$ cat src/rtl/mult4_share_sched.sv
// Round-robin scheduler that time-shares one unsigned W x W array multiplier
// among N_REQ requesters and returns each product with its requester ID.

module mult4_array #(
  parameter int W = 4
) (
  input  logic [W-1:0]   x,
  input  logic [W-1:0]   y,
  output logic [2*W-1:0] o
);

  // Shift-and-add array: one partial-product row per bit of y.
  always_comb begin
    o = {(2*W){1'b0}};
    for (int i = 0; i < W; i++) begin
      o = o + (y[i] ? ({{W{1'b0}}, x} << i) : {(2*W){1'b0}});
    end
  end

endmodule

module mult4_share_sched #(
  parameter int N_REQ = 4,
  parameter int W     = 4,
  parameter int ID_W  = 2,
  parameter int CNT_W = 16
) (
  input  logic               clk,
  input  logic               rst,
  input  logic [N_REQ-1:0]   req_valid,
  input  logic [N_REQ*W-1:0] req_x,
  input  logic [N_REQ*W-1:0] req_y,
  output logic [N_REQ-1:0]   req_ready,
  output logic               resp_valid,
  input  logic               resp_ready,
  output logic [2*W-1:0]     resp_o,
  output logic [ID_W-1:0]    resp_id,
  output logic               busy,
  output logic [CNT_W-1:0]   ops_done
);

  typedef enum logic [1:0] {
    IDLE = 2'd0,
    CALC = 2'd1,
    HOLD = 2'd2
  } state_t;

  state_t            state;
  logic [ID_W-1:0]   ptr;
  logic [ID_W-1:0]   op_id;
  logic [W-1:0]      op_x;
  logic [W-1:0]      op_y;
  logic [2*W-1:0]    mult_o;
  logic [ID_W-1:0]   gnt_idx;
  logic [ID_W-1:0]   next_ptr;
  logic [ID_W:0]     cand;
  logic              any_valid;
  logic              take;

  mult4_array #(.W(W)) u_mult (
    .x (op_x),
    .y (op_y),
    .o (mult_o)
  );

  // Round-robin search: scanning from the far end down means the last hit
  // is the first valid requester at or after the pointer.
  always_comb begin
    gnt_idx   = {ID_W{1'b0}};
    any_valid = 1'b0;
    cand      = {(ID_W+1){1'b0}};
    for (int k = N_REQ - 1; k >= 0; k--) begin
      cand = {1'b0, ptr} + (ID_W+1)'(k);
      if (cand >= (ID_W+1)'(N_REQ)) begin
        cand = cand - (ID_W+1)'(N_REQ);
      end else begin
        cand = cand;
      end
      if (req_valid[cand[ID_W-1:0]]) begin
        gnt_idx   = cand[ID_W-1:0];
        any_valid = 1'b1;
      end else begin
        gnt_idx   = gnt_idx;
        any_valid = any_valid;
      end
    end
  end

  assign take     = !rst && any_valid && ((state == IDLE) || ((state == HOLD) && resp_ready));
  assign next_ptr = (gnt_idx == ID_W'(N_REQ - 1)) ? {ID_W{1'b0}} : gnt_idx + ID_W'(1);

  // One-hot accept toward the granted requester.
  always_comb begin
    req_ready = {N_REQ{1'b0}};
    if (take) begin
      req_ready[gnt_idx] = 1'b1;
    end else begin
      req_ready = {N_REQ{1'b0}};
    end
  end

  // Scheduler FSM with registered response, busy flag and handshake counter.
  always_ff @(posedge clk) begin
    if (rst) begin
      state      <= IDLE;
      ptr        <= {ID_W{1'b0}};
      op_x       <= {W{1'b0}};
      op_y       <= {W{1'b0}};
      op_id      <= {ID_W{1'b0}};
      resp_valid <= 1'b0;
      resp_o     <= {(2*W){1'b0}};
      resp_id    <= {ID_W{1'b0}};
      busy       <= 1'b0;
      ops_done   <= {CNT_W{1'b0}};
    end else begin
      if (take) begin
        op_x  <= req_x[gnt_idx*W +: W];
        op_y  <= req_y[gnt_idx*W +: W];
        op_id <= gnt_idx;
        ptr   <= next_ptr;
      end
      case (state)
        IDLE: begin
          if (take) begin
            state <= CALC;
            busy  <= 1'b1;
          end
        end
        CALC: begin
          resp_o     <= mult_o;
          resp_id    <= op_id;
          resp_valid <= 1'b1;
          state      <= HOLD;
        end
        HOLD: begin
          if (resp_ready) begin
            ops_done   <= ops_done + CNT_W'(1);
            resp_valid <= 1'b0;
            if (take) begin
              state <= CALC;
            end else begin
              state <= IDLE;
              busy  <= 1'b0;
            end
          end
        end
        default: begin
          state      <= IDLE;
          busy       <= 1'b0;
          resp_valid <= 1'b0;
        end
      endcase
    end
  end

endmodule

$ cat config.mk
export PLATFORM = sky130hd
export DESIGN_NAME = mult4_share_sched
export DESIGN_NICKNAME = d
export VERILOG_FILES = /design/src/rtl/mult4_share_sched.sv
export SDC_FILE = /design/constraint.sdc
export NUM_CORES = 1
export LEC_CHECK = 0
export BUFFER_PORTS_ARGS = -buffer_cell sky130_fd_sc_hd__buf_2
export CELL_PAD_IN_SITES_DETAIL_PLACEMENT = 0
export CELL_PAD_IN_SITES_GLOBAL_PLACEMENT = 1
export CORE_MARGIN = 4
export CORE_UTILIZATION = 41
export DETAILED_ROUTE_END_ITERATION = 8
export GPL_TIMING_DRIVEN = 0
export PLACE_DENSITY = 0.94
export REMOVE_ABC_BUFFERS = 1
export SYNTH_ARGS = -nofsm -noshare
export SYNTH_HDL_FRONTEND = slang
export SYNTH_SLANG_ARGS = --single-unit
$ cat constraint.sdc
create_clock -name clk -period 8.7 [get_ports clk]
set_clock_uncertainty 0.2 [all_clocks]
set_input_delay 1.305 -clock clk [delete_from_list [all_inputs] [get_ports clk]]
set_output_delay 1.305 -clock clk [all_outputs]
set_load 0.03 [all_outputs]
==> reports/results.ini, run 1 <==
[setup_path]
crit_type = input pin to output port
cp_data_required_time_ps = 7190
cp-start-kind = input pin
reg2reg_depth = 13
cp_max_fo = 20
critPathArrivalTime_ps = 3340
critical_path.endpoint_type = output port

[floorplanning]
start_util = 0.430
rows = 27
fp.dieH_um = 84.7
die-area_um2 = 7170
ioPinCount = 71
die_w_um = 84.7
core_um2 = 5610

[timing]
fin_crit_sh = 0.557
setup_viol = 0
drv_slew = 0
period_needed_ps = 4850
rsz0062_at_grt = no
final.setup.tns_ps = 0
tightest_slew_ps = 1210
max_freq_ghz = 0.206
timing.final.hold_violations = 0
slew_headroom = 0.192

[placed_design]
place_inst = 401
portBuffers = 70
place.detailed.hpwl_um = 3940
postPlaceCellArea_um2 = 2790
gp_congestion = 0.758

[grt]
antenna_found_initial = 0
grt_pass1_vias = 2102
grt_pass1_wl_um = 9170
grt_max_degree = 43
grt_usage = 0.153
grt-ovfl-total = 0

[logic_synthesis]
yosysWarnings = 0
avgSynthCellArea_um2 = 8.96
synth_edf_count = 0
postSynth.asyncResetShare = 0
postSynthCellCount = 269
seq_area_frac_synth = 0.349
synth_area_um2 = 2410
ys_seq_elements = 42
synth.distinct_cells = 42
ys.flop_type = dfxtp_1

[hold_path]
hp-class = flip-flop to flip-flop
whs_path_depth = 2

[drt]
drc_errors = 0
wirelength_um = 5230
drt_pass1_iterations = 6
final_antenna_net_count = 0
wire_per_inst_um = 12.8
vias = 2085
post_drt_via_cell_ratio = 5.11
drt_iter0_markers = 93

[final_layout]
finalNonFillerCells = 408
nNetsFinal = 395
utilization = 0.517
final_cell_area_um2 = 2900
drive_gt1_frac = 0.259
antennaDiodeCount = 0
area_delta_synth_final_pct = 20.3

[power]
cellPowerDensity_nw_per_um2 = 170
irDropWorstVdd_v = 0.0000903
power.leakage_nw = 1.38

[clock_network]
clkLatencyLatePin_ps = 290
ctsHtreeMaxLevel = 2
cts_tree = yes
cts_hold_buf = 0
clk_pin_slew_ps = 80
cts_buffers = 5
clock_sinks = 42
cts_resized = 0
clk_path_buf_depth = 2
post_cts_buffers = 0
ctsRootBufferMaster = clkbuf_8

[status]
outcome = complete, no violations

[run]
cap_violations = 0

-- routing by layer --
metal	routed length, µm	global-route usage
met1	2360	0.189
met5	0	0
met3	155	0.0226
met2	2630	0.272
met4	82	0.0518
-- worst max-delay path, cell delays in order --
cell and delay (ps):
buf_2 130, a21oi_2 60, o21a_1 180, o22ai_2 930, inv_1 180, ha_1 250
and2_1 130, buf_2 170
-- cells by family after synthesis --
group                    synth area share
XOR/XNOR                           0.0472
AND/OR/NAND/NOR                     0.255
AO/OA/AOI/OAI                       0.108
flip-flops                          0.349
multiplexers                       0.0747
buffers and inverters              0.0467
adder cells (fa/ha/maj)             0.119
-- power by group --
part           leakage (nW)  internal, mW  switching [mW]
Clock                0.0573        0.0918          0.0656
Combinational         0.982        0.0479          0.0624
Sequential            0.342         0.208          0.0163
Total                  1.38         0.347           0.144
-- final timing paths --
kind / from / endpoint / slack (ps)
setup reg to reg: op_x[3] / resp_o[7] / 5580
hold reg to reg: resp_id[1] / resp_id[1] / 250
setup / recovery: req_valid[0] / req_ready[3] / 3850
hold / removal: resp_id[1] / resp_id[1] / 250
-- area by class of cell --
cell class	instances	area, µm²
flip-flops and latches	42	841
inverters	13	48.8
fillers	572	2710
repair buffers	70	350
well taps	72	90.1
clock buffers	6	82.6
clock inverters	1	30.0
multi-input cells	204	1460
-- placed cells by master, fill, tap and decap left out, types with 6 or more instances in the layout --
cell type   n
nand2_1    31
clkbuf_8    6
mux2i_1    18
o221ai_1    8
inv_1      11
nor2_1     21
dfxtp_1    42
o21ai_0     7
buf_2      70
ha_1       15
nand3b_1   12
and2_1     15
xnor2_1     8
a21oi_1    18
-- sequential cells by signal, indices dropped and copies added (netlist names) --
signal	cells
resp_id	2
busy	1
resp_o	8
ops_done	16
resp_valid	1
ptr	2
op_y	4
op_id	2
state	2
op_x	4
-- synthesized netlist by cell type, types with 6 or more instances --
library cell,n,area (µm²)
a21oi_1,18,90.1
and2_1,15,93.8
clkbuf_1,6,22.5
dfxtp_1,42,841
ha_1,15,188
inv_1,11,41.3
mux2i_1,18,180
nand2_1,31,116
nand3b_1,12,90.1
nor2_1,21,78.8
o21ai_0,7,35.0
o221ai_1,8,70.1
xnor2_1,8,70.1
-- metrics by stage --
step	hold WS [ps]	setup slack (ps)	total power [mW]
final	252	3850	0.492
after global routing	280	3750	0.521
after CTS	256	3840	0.498
after global placement	236	3910	0.337
after detailed placement	244	3840	0.340
after floorplan	226	4330	0.303
(Power assumes the default switching activity.)
==> inputs of run 2 (changes only) <==
CORE_UTILIZATION = 38   (was 41)
PLACE_DENSITY = 0.88   (was 0.94)
clock period = 4.8 ns   (was 8.7 ns; I/O delays follow)
==> run 2 against run 1 <==
  * Largest cell class unchanged
  * Worst setup slack got worse by 2700 ps
  * First-iteration DRC count fell by 14%
  * Critical path depth did not move
  * Flip-flop and latch count did not move
  * Worst hold slack improved by 1.5 ps
  * Final area fell by 0.47%
  * Sequential share of layout area rose by 0.14 points
  * Non-clock buffer count did not move
  * Largest power group unchanged
  * Utilization fell by 3.8 points
==> reports/results.ini, run 2 (same netlist as run 1, synthesis figures left out) <==
[timing]
drv_slew = 0  ; unchanged
final.setup.tns_ps = 0  ; unchanged
timing.final.hold_violations = 0  ; unchanged
fin_ws_ps = 1170  ; -2680 ps
slew_headroom = 0.218  ; +0.0259
max_freq_ghz = 0.275
fin_crit_sh = 0.756
tightest_slew_ps = 1170  ; -38.9 ps
rsz0062_at_grt = no
setup_viol = 0  ; unchanged
period_needed_ps = 3630

[final_layout]
layout_commonest_cell = buf_2
nNetsFinal = 395  ; unchanged
area_delta_synth_final_pct = 19.7
antennaDiodeCount = 0  ; unchanged
final_cell_area_um2 = 2890  ; -0.47%
largest_register_ffs = 16  ; unchanged
layout_common_cells = 70 x buf_2, 42 x dfxtp_1, 31 x nand2_1
top_register = ops_done
drive_gt1_frac = 0.261  ; +0.00220
utilization = 0.479  ; -0.0382
reg_top3 = ops_done: 16 flops, resp_o: 8 flops
fillers = 606  ; +5.9%

[clock_network]
ctsHtreeMaxLevel = 2  ; unchanged
clock_sinks = 42  ; unchanged
clkLatencyLatePin_ps = 290  ; about the same
clk_path_buf_depth = 2  ; unchanged
cts_resized = 0  ; unchanged
cts_hold_buf = 0  ; unchanged
cts_buffers = 5  ; unchanged
ctsRootBufferMaster = clkbuf_8
post_cts_buffers = 0  ; unchanged
cts_tree = yes
clk_pin_slew_ps = 80  ; about the same

[run]
cap_violations = 0  ; unchanged

[grt]
antenna_found_initial = 0  ; unchanged
grt_pass1_wl_um = 8870  ; -3.2%
grt-ovfl-total = 0  ; unchanged
grt_usage = 0.140  ; -0.0131
grt_pass1_vias = 2037  ; -3.1%
grt_max_degree = 43  ; unchanged

[setup_path]
crit_type = input pin to output port
crit_top_cell = buf_2
critical_path.endpoint_type = output port
cp_num_cells = 8  ; unchanged
r2r_start = op_y[0]
cp_data_required_time_ps = 3880  ; -3310 ps
cp-startpoint = req_valid[0]
cp_cell_sequence = buf_2, a21oi_2, o21a_1, o22ai_2, inv_1, ha_1, and2_1, buf_2
cp_max_fo = 20  ; unchanged
critPathArrivalTime_ps = 2710  ; -630 ps
cp_slowest_stage_delay_ps = 900  ; -30 ps
r2r_slack_ps = 1660  ; -3920 ps
path_buf_inv = 3  ; unchanged
cp-endpoint = req_ready[3]
regToRegEndpoint = resp_o[7]
cp-start-kind = input pin
cp_top_family = compound AO/OA/AOI/OAI gates
critPathSlowestCell = o22ai_2
reg2reg_depth = 13  ; unchanged

[power]
irDropWorstVdd_v = 0.000147  ; +63%
cellPowerDensity_nw_per_um2 = 290  ; +71%
fin_total_pwr_mw = 0.837  ; +70%
power.leakage_nw = 1.37  ; -0.73%

[drt]
wirelength_um = 5010  ; -4.1%
drt_pass1_iterations = 4  ; -2
vias = 2045  ; -1.9%
post_drt_via_cell_ratio = 4.96  ; -2.9%
drt_iter0_markers = 80  ; -14%
wire_per_inst_um = 12.2  ; -5.1%
final_antenna_net_count = 0  ; unchanged
drc_errors = 0  ; unchanged

[placed_design]
postPlaceCellArea_um2 = 2790  ; +0.13%
gp_congestion = 0.774  ; +2.0%
place.detailed.hpwl_um = 3850  ; -2.3%
dp_slack_ps = 1150  ; -2690 ps
portBuffers = 70  ; unchanged

[floorplanning]
ioPinCount = 71  ; unchanged
rows = 28  ; +3.7%
die_w_um = 87.7  ; +3.5%
die-area_um2 = 7680  ; +7.1%
core_um2 = 6030  ; +7.5%
fp.dieH_um = 87.7  ; +3.5%
start_util = 0.400  ; -0.0298

[hold_path]
hp-class = flip-flop to flip-flop
whs_path_depth = 2  ; unchanged

[status]
outcome = complete, no violations

run 2: cell types whose count changed in the layout (fill, tap and decap cells not counted):
cell / change
bufinv_16: -1
clkinv_2: +1
clkinvlp_4: +1
run 2: final cells by class:
cell class	instances	area [µm²]	area share
Sequential cell	42	841	0.291
Inverter	13	48.8	0.0169
Clock buffer	6	82.6	0.0286
Multi-Input combinational cell	204	1460	0.505
Timing Repair Buffer	70	350	0.121
Tap cell	75	93.8	0.0325
Clock inverter	2	12.5	0.00433
run 2: metal layers:
metal	global-route usage	vias to the layer above	part of all wire	wire length [µm]
li1	-	1061	-	-
met1	0.176	956	0.46	2300
met2	0.248	24	0.50	2500
met3	0.0292	4	0.032	159
met4	0.0293	0	0.0098	49
met5	0	-	0	0
run 2: worst min-delay path, delay by kind of cell, from the launching register on:
kind,cells,cell delay (ps)
compound gates,1,50
flops,1,310
simple gates,1,50
run 2: power breakdown:
part           leakage, nW  internal [mW]  switching [mW]
sequential           0.342          0.377          0.0287
combinational        0.982         0.0858           0.110
clock               0.0472          0.116           0.120
total                 1.37          0.578           0.259
run 2: metrics by stage:
step / std cells / hold slack [ps]
4_1_cts: 412 / 257
3_3_place_gp: 404 / 237
6_report: 412 / 254
3_5_place_dp: 404 / 245
5_1_grt: 412 / 280
2_1_floorplan: 259 / 226
run 2: worst min path at each step:
stage / startpoint / end / slack, ps
after CTS: resp_o[7] / resp_o[7] / 260
after global routing: resp_o[6] / resp_o[6] / 280
after detailed placement: resp_o[7] / resp_o[7] / 250
after floorplan: op_id[0] / resp_id[0] / 230
after global placement: resp_o[7] / resp_o[7] / 240
final: resp_o[7] / resp_o[7] / 250
==> inputs of run 3 (changes only) <==
clock period = 3.4 ns   (was 4.8 ns; I/O delays follow)
==> run 3 against run 2 <==
  * Utilization up 0.19 points
  * Routed wire length up 0.32%
  * Sequential share of layout area down 0.11 points
  * Register-to-register slack worse by 1400 ps
  * Power up 41%
  * Highest routed layer unchanged
  * Global-route usage unchanged
  * Clock power up 41%
  * Combinational power up 42%
  * Non-clock buffer count unchanged
==> reports/results.ini, run 3 (same netlist as run 1, synthesis figures left out) <==
[clock_network]
ctsRootBufferMaster = clkbuf_8
cts_buffers = 5  ; unchanged
post_cts_buffers = 0  ; unchanged
clk_pin_slew_ps = 80  ; about the same
clock_sinks = 42  ; unchanged
clk_path_buf_depth = 2  ; unchanged
cts_tree = yes
clkLatencyLatePin_ps = 290  ; about the same
ctsHtreeMaxLevel = 2  ; unchanged

[final_layout]
layout_commonest_cell = buf_2
fillers = 609  ; +0.50%
area_delta_synth_final_pct = 20.2
largest_register_ffs = 16  ; unchanged
finalNonFillerCells = 412  ; unchanged
top_register = ops_done
layout_common_cells = 70 x buf_2, 42 x dfxtp_1, 31 x nand2_1
antennaDiodeCount = 0  ; unchanged
drive_gt1_frac = 0.264  ; +0.00297
reg_top3 = ops_done: 16 flops, resp_o: 8 flops
final_cell_area_um2 = 2900  ; +0.39%
nNetsFinal = 395  ; unchanged
multiInputGateArea_um2 = 1470  ; +0.77%
seqCellArea_um2 = 841  ; unchanged

[power]
power.leakage_nw = 1.37  ; -0.11%
cellPowerDensity_nw_per_um2 = 408  ; +41%
fin_total_pwr_mw = 1.18  ; +41%
irDropWorstVdd_v = 0.000207  ; +41%

[drt]
final_antenna_net_count = 0  ; unchanged
wire_per_inst_um = 12.2  ; +0.32%
vias = 2051  ; +0.29%
post_drt_via_cell_ratio = 4.98  ; +0.29%
drt_pass1_iterations = 4  ; unchanged
wl_met2_um = 2490  ; -0.40%
drt_iter0_markers = 82  ; +2.5%
top_layer = met4
drc_errors = 0  ; unchanged
wl_met3_um = 159  ; unchanged
met1_length_um = 2330  ; +1.1%
wirelength_um = 5030  ; +0.32%

[setup_path]
r2r_slack_ps = 250  ; -1410 ps
critPathSlowestCell = fa_1
cp_top_family = adder cells
cp-start-kind = flip-flop
cp_max_fo = 5  ; -75%
cp_cell_sequence = and2_1, fa_1, inv_1, fa_1, inv_1, ha_1, inv_1, fa_1, nor2b_1, o21a_1, nor3_1, nand3b_1, a21oi_2
critical_path.endpoint_type = flip-flop
cp_slowest_stage_delay_ps = 530  ; -370 ps
path_buf_inv = 3  ; unchanged
crit_type = flip-flop to flip-flop
r2r_start = op_y[0]
reg2reg_depth = 13  ; unchanged
cp_data_required_time_ps = 3420  ; -460 ps
regToRegEndpoint = resp_o[7]
critPathArrivalTime_ps = 3170  ; +460 ps

[timing]
tightest_slew_ps = 778  ; -395 ps
fin_crit_sh = 0.926
slew_headroom = 0.482  ; +0.264
final.setup.tns_ps = 0  ; unchanged
fin_hold_ws_ps = 254  ; +0.350 ps
setup_viol = 0  ; unchanged
timing.final.hold_violations = 0  ; unchanged
max_freq_ghz = 0.318
drv_slew = 0  ; unchanged
period_needed_ps = 3150
rsz0062_at_grt = no

[grt]
grt-ovfl-total = 0  ; unchanged
grt_max_degree = 43  ; unchanged
grt_usage = 0.140  ; unchanged
grt_pass1_wl_um = 8870  ; unchanged
antenna_found_initial = 0  ; unchanged
grt_pass1_vias = 2037  ; unchanged

[floorplanning]
fp.dieH_um = 87.7  ; unchanged
die-area_um2 = 7680  ; unchanged
core_um2 = 6030  ; unchanged
die_w_um = 87.7  ; unchanged
start_util = 0.400  ; unchanged
ioPinCount = 71  ; unchanged
rows = 28  ; unchanged

[hold_path]
hp-class = flip-flop to flip-flop
min-delay-start = resp_o[1]
whs_path_depth = 2  ; unchanged
holdPathEnd = resp_o[1]

[placed_design]
place.detailed.hpwl_um = 3850  ; unchanged
gp_congestion = 0.774  ; unchanged
postPlaceCellArea_um2 = 2790  ; unchanged
place_inst = 404  ; unchanged
portBuffers = 70  ; unchanged

[status]
outcome = complete, no violations

[run]
cap_violations = 0  ; unchanged

==> run 3: cell counts in the layout (fill, tap and decap cells not counted) <==
No cell type changed its count.
==> run 3: worst reg2reg max path, stage by stage, from the launching register on <==
cell and delay (ps):
dfxtp_1 350, and2_1 170, fa_1 530, inv_1 50
fa_1 460, inv_1 70, ha_1 160, inv_1 50
fa_1 380, nor2b_1 160, o21a_1 150, nor3_1 40
nand3b_1 160, a21oi_2 150
==> run 3: routing by layer <==
| metal | vias up | GRT usage |
|---|---|---|
| li1 | 1061 | - |
| met1 | 962 | 0.176 |
| met2 | 24 | 0.248 |
| met3 | 4 | 0.0292 |
| met4 | 0 | 0.0293 |
| met5 | - | 0 |
==> run 3: report_power, final <==
group          leakage [nW]  switching (mW)  internal (mW)
Sequential            0.342          0.0417          0.532
Clock                0.0472           0.169          0.163
Combinational         0.981           0.156          0.122
Total                  1.37           0.367          0.816
==> run 3: worst max path at each step <==
stage,from,to,cells past startpoint
detailed placement,req_valid[0],req_ready[3],8
global route,op_y[0],resp_o[7],13
finish,op_y[0],resp_o[7],13
global placement,req_valid[0],req_ready[3],8
CTS,ptr[1],req_ready[3],7
floorplan,op_x[3],resp_o[7],13
==> run 3: through the flow <==
stage | setup slack, ps | utilization
2_1_floorplan | 428 | -
3_3_place_gp | 231 | 0.463
3_5_place_dp | 170 | 0.463
4_1_cts | 28.8 | 0.479
5_1_grt | 25.2 | 0.481
6_report | 251 | 0.481
==> run 3: layout make-up <==
type | count | share of cell area
Tap cell | 75 | 0.0324
Timing Repair Buffer | 70 | 0.121
Clock buffer | 6 | 0.0285
Inverter | 13 | 0.0168
Multi-Input combinational cell | 204 | 0.507
Clock inverter | 2 | 0.00432
Sequential cell | 42 | 0.290
==> run 3: what timing repair did <==
item,in CTS,in global routing
hold buffers,0,0
endpoints found under the setup margin,0,3
gates resized for setup,0,2
